--- config.mk ---
export PLATFORM = sky130hd
export DESIGN_NAME = reg_file
export DESIGN_NICKNAME = d
export VERILOG_FILES = /design/src/rtl/mips_pkg.sv /design/src/rtl/reg_file_rd_port.sv /design/src/rtl/reg_file.sv
export SDC_FILE = /design/constraint.sdc
export NUM_CORES = 2
export LEC_CHECK = 0
export BUFFER_PORTS_ARGS = -buffer_cell sky130_fd_sc_hd__buf_4
export CORE_UTILIZATION = 65
export DETAILED_ROUTE_END_ITERATION = 10
export GPL_TIMING_DRIVEN = 0
export PLACE_DENSITY = 0.81
export SYNTH_ARGS = -nofsm -noshare
export SYNTH_HDL_FRONTEND = slang
export SYNTH_SLANG_ARGS = --single-unit
--- constraint.sdc ---
create_clock -name CLK -period 3.3 [get_ports CLK]
set_input_delay 0.495 -clock CLK [delete_from_list [all_inputs] [get_ports CLK]]
set_output_delay 0.495 -clock CLK [all_outputs]
set_load 0.02 [all_outputs]
--- src/rtl/mips_pkg.sv ---
// mips_pkg: shared definitions for the single-cycle MIPS datapath.
//   DATA_W / ADDR_W : default word and register-index widths
//   REG_ZERO / REG_SP / REG_RA : architectural register indices
//   word_t / reg_idx_t : convenience types at the default widths
package mips_pkg;

  localparam int DATA_W = 32;
  localparam int ADDR_W = 5;

  localparam int REG_ZERO = 0;
  localparam int REG_SP   = 29;
  localparam int REG_RA   = 31;

  typedef logic [DATA_W-1:0] word_t;
  typedef logic [ADDR_W-1:0] reg_idx_t;

endpackage

--- src/rtl/reg_file_rd_port.sv ---
// reg_file_rd_port: one combinational read port of the register file.
//   index   : register index to read
//   storage : flop contents of registers 1..2^ADDR_W-1 (register 0 has none)
//   data    : selected register value, forced to 0 for index 0
// Optional feature (macro REGFILE_BYPASS_EN): adds the write-port inputs
//   rst_n, wr_en, wr_reg, wr_data so a same-cycle write to the addressed
//   register is forwarded straight to data.
module reg_file_rd_port #(
  parameter int DATA_W = mips_pkg::DATA_W,
  parameter int ADDR_W = mips_pkg::ADDR_W
) (
  input  logic [ADDR_W-1:0] index,
  input  logic [DATA_W-1:0] storage [1:(2**ADDR_W)-1],
`ifdef REGFILE_BYPASS_EN
  input  logic              rst_n,
  input  logic              wr_en,
  input  logic [ADDR_W-1:0] wr_reg,
  input  logic [DATA_W-1:0] wr_data,
`endif
  output logic [DATA_W-1:0] data
);
  import mips_pkg::*;

  always_comb begin
    data = '0;
    if (index != ADDR_W'(REG_ZERO)) begin
      data = storage[index];
`ifdef REGFILE_BYPASS_EN
      // index is known non-zero here, so a match implies wr_reg is non-zero too
      if (rst_n && wr_en && (wr_reg == index)) begin
        data = wr_data;
      end
`endif
    end
  end

endmodule

--- src/rtl/reg_file.sv ---
// reg_file: 32 x 32-bit MIPS general-purpose register file.
//   CLK       : clock, writes commit on the rising edge
//   RST_N     : asynchronous active-low reset ($sp loads SP_RESET, others 0)
//   ReadReg1  : read port 1 index (rs) -> ReadData1 (ALU A)
//   ReadReg2  : read port 2 index (rt) -> ReadData2 (ALU B / store data)
//   RegWre    : write enable
//   WriteReg  : write index; writes to index 0 are discarded
//   WriteData : write-back value
// Optional feature (macro REGFILE_BYPASS_EN): write-through bypass from the
//   write port to both read ports in the same cycle.
module reg_file #(
  parameter int                DATA_W   = mips_pkg::DATA_W,
  parameter int                ADDR_W   = mips_pkg::ADDR_W,
  parameter logic [DATA_W-1:0] SP_RESET = '0
) (
  input  logic              CLK,
  input  logic              RST_N,
  input  logic [ADDR_W-1:0] ReadReg1,
  input  logic [ADDR_W-1:0] ReadReg2,
  input  logic              RegWre,
  input  logic [ADDR_W-1:0] WriteReg,
  input  logic [DATA_W-1:0] WriteData,
  output logic [DATA_W-1:0] ReadData1,
  output logic [DATA_W-1:0] ReadData2
);
  import mips_pkg::*;

  localparam int DEPTH = 2**ADDR_W;

  // Register 0 is never stored; the array starts at index 1.
  logic [DATA_W-1:0] regs [1:DEPTH-1];

  always_ff @(posedge CLK or negedge RST_N) begin
    if (!RST_N) begin
      for (int i = 1; i < DEPTH; i++) begin
        regs[i] <= (i == REG_SP) ? SP_RESET : '0;
      end
    end else if (RegWre && (WriteReg != ADDR_W'(REG_ZERO))) begin
      regs[WriteReg] <= WriteData;
    end
  end

  reg_file_rd_port #(.DATA_W(DATA_W), .ADDR_W(ADDR_W)) port1 (
    .index   (ReadReg1),
    .storage (regs),
`ifdef REGFILE_BYPASS_EN
    .rst_n   (RST_N),
    .wr_en   (RegWre),
    .wr_reg  (WriteReg),
    .wr_data (WriteData),
`endif
    .data    (ReadData1)
  );

  reg_file_rd_port #(.DATA_W(DATA_W), .ADDR_W(ADDR_W)) port2 (
    .index   (ReadReg2),
    .storage (regs),
`ifdef REGFILE_BYPASS_EN
    .rst_n   (RST_N),
    .wr_en   (RegWre),
    .wr_reg  (WriteReg),
    .wr_data (WriteData),
`endif
    .data    (ReadData2)
  );

endmodule
==> results.json <==
{
  "clock-sinks": 992,
  "hold_viol_final": 0,
  "clk_pin_slew_ns": 0.06,
  "synth_warnings": 0,
  "p_total_mw": 36.8,
  "finalMaxSlewViolations": 0,
  "pin_count": 114,
  "finalCritPeriodShare_pct": 105,
  "cts_setup_buffers": 0,
  "vias": 41700,
  "dp_hpwl_mm": 136,
  "critPathLaunchType": "primary input",
  "syn_nets": 4135,
  "die_height_um": 289,
  "portBuffers": 109,
  "antenna_found_initial": 16,
  "core_sq_um": 81100,
  "drt_iter0_markers": 5554,
  "cts_buffers": 105,
  "grt.total_usage_pct": 48.3,
  "clockBufferDepth": 3,
  "std_cell_rows": 104,
  "relSlewSlack_pct": 8.87,
  "root_buffer": "clkbuf_16",
  "fin_worst_skew_ns": 0,
  "postPlaceCellArea_sq_um": 56000,
  "required_ns": 2.80,
  "synth_cell_type_count": 35,
  "gr-total-overflow": 0,
  "synth_edf_count": 0,
  "ys_seq_area_share_pct": 46.3,
  "fp.dieW_um": 289,
  "largest_register_ffs": 992,
  "end_kind": "output port",
  "fin_area_sq_um": 60000,
  "cap_violations": 0,
  "arrival_ns": 2.98,
  "violations": "negative setup slack",
  "ant_nets": 0,
  "avgSynthCellArea_sq_um": 13.1,
  "wl_per_cell_um": 37.1,
  "start_util_pct": 66.2,
  "ys_ff_latch": 992,
  "h-tree-depth": 3,
  "power_density_nw_per_um2": 613,
  "gp_congestion": 1.01,
  "regMostFlops": "regs",
  "vias_per_cell": 7.64,
  "die-area_sq_um": 83700,
  "hold_class": "in2reg",
  "fin_ws_ns": -0.176,
  "ir_drop_v": 0.000527,
  "nets": 4356,
  "worst_slew_pin_slew_ns": 1.37,
  "drtPass1Iterations": 10,
  "mappedNetlistArea_sq_um": 53600,
  "drive_gt1_share_pct": 41.2,
  "area_growth_pct": 11.8,
  "synthArstFlopShare_pct": 100,
  "period_needed_ns": 3.48,
  "syn_inst": 4085,
  "cts_tree": "built",
  "r2r_slack_ns": 2.45,
  "largestRegisters": "regs x992",
  "routed_wl_mm": 202,
  "route.detailed.drc": 0,
  "status": "complete, but fails checks",
  "fmax_ghz": 0.288,
  "rsz0062_at_grt": "no",
  "path_class": "in2out",
  "grt_first_pass_wirelength_mm": 286,
  "clock_latency_ns": 0.70,
  "p_leak_nw": 27.3,
  "grt_pass1_vias": 41600,
  "grt_max_degree": 126,
  "ys.flop_type": "dfrtp_1",
  "cp_max_fo": 11,
  "final-setup-viol-count": 49
}
## cell type report
type / instances / area (sq um)
multi-input cells: 2661 / 26900
flip-flops and latches: 992 / 24800
fillers: 5392 / 21100
clock buffers: 160 / 3160
plain buffers: 427 / 2370
well taps: 1060 / 1330
repair buffers: 119 / 1080
clock inverters: 28 / 367
diodes: 5 / 12.5
## cell usage in the layout, fill, tap and decap left out, types with 5 or more instances in the layout
cell / Yosys / layout
buf_4: 77 / 197
mux2i_1: 634 / 634
nor3_1: 130 / 114
o22ai_1: 256 / 256
nor2b_1: 73 / 73
bufinv_16: 0 / 8
mux4_2: 131 / 131
a211oi_1: 64 / 64
nand2b_1: 12 / 11
buf_1: 21 / 9
dfrtp_1: 992 / 992
nor2_1: 14 / 14
nor4_2: 11 / 34
diode_2: 0 / 5
clkinv_2: 0 / 12
nor4_1: 50 / 26
a21oi_1: 61 / 61
nand2_1: 18 / 16
mux2_2: 1043 / 1043
clkbuf_4: 0 / 19
buf_6: 19 / 20
a221o_1: 64 / 64
clkbuf_8: 0 / 28
a22oi_1: 64 / 64
clkbuf_2: 3 / 48
nor3_2: 1 / 17
buf_16: 0 / 9
buf_2: 127 / 118
clkbuf_16: 0 / 107
clkbuf_1: 185 / 148
mux2_1: 13 / 13
## timing repair
item                                    4_1_cts  5_1_grt
pin swaps                                     0        2
gates resized for setup                     121       65
endpoints found under the setup margin       64       49
hold buffers                                  1        0
endpoints found under the hold margin        77        0
## metrics by stage
stage / instances / hold WS, ns / setup WS (ns) / TNS (ns) / utilization (%)
after floorplan: 4085 / 0.199 / 0.635 / 0 / -
after global placement: 5254 / 0.490 / -9.96 / -9784.03 / 68.8
after detailed placement: 5263 / 0.501 / -0.832 / -25.98 / 69.1
after CTS: 5447 / 0.0562 / -0.00782 / -0.00782 / 73.8
after global routing: 5448 / 0.0577 / 0.00117 / 0 / 74.0
final: 5452 / 0.0550 / -0.176 / -3.19 / 74.0
## per-layer routing
layer  GRT usage [%]  vias up  wire [um]
met3            21.5     1052      30300
met4            31.4       24      15400
met5               0        -        138
li1                -    16000          -
met1            60.3    21100      71000
met2            68.0     3522      85200
## cell usage after synthesis (73+ instances only)
library cell  instances  share of area (%)
mux2_2             1043                 22
dfrtp_1             992                 46
mux2i_1             634                 12
o22ai_1             256                3.0
clkbuf_1            185                1.3
mux4_2              131                5.5
nor3_1              130                1.2
buf_2               127                1.2
buf_4                77                1.1
nor2b_1              73               0.85
## final timing paths
kind / startpoint / cells past startpoint / endpoint
hold reg to reg: regs[610]$_DFFE_PN0P_ / 1 / regs[610]$_DFFE_PN0P_
setup / recovery: ReadReg2[2] / 9 / ReadData2[29]
setup reg to reg: regs[501]$_DFFE_PN0P_ / 1 / regs[501]$_DFFE_PN0P_
max in group asynchronous: RST_N / 6 / regs[832]$_DFFE_PN0P_
min in group asynchronous: RST_N / 2 / regs[72]$_DFFE_PN0P_
hold / removal: WriteData[16] / 2 / regs[16]$_DFFE_PN0P_
## critical path: stages
cell and delay (ns):
buf_4 0.12, buf_2 0.34, nand2b_1 0.16, buf_2 0.48, clkbuf_4 0.44, o22ai_1 0.11, nor3_1 0.47, nor4_2 0.16
buf_4 0.19
## cell families (layout without fill, tap and decap cells)
| logic type | Yosys count | after routing | share of synthesized area, % |
|---|---|---|---|
| AND/OR/NAND/NOR | 328 | 328 | 3.52 |
| other | 0 | 5 | 0 |
| flip-flops | 992 | 992 | 46.3 |
| buffers and inverters | 432 | 734 | 4.13 |
| AO/OA/AOI/OAI | 512 | 512 | 6.58 |
| multiplexers | 1821 | 1821 | 39.5 |
## power by group
part,internal [mW],total (mW),switching (mW)
Sequential,14.6,16.5,1.96
Clock,7.18,12.3,5.16
Combinational,4.10,7.91,3.82
Total,25.8,36.8,10.9
Note: power is estimated with default switching activity, not from simulation.
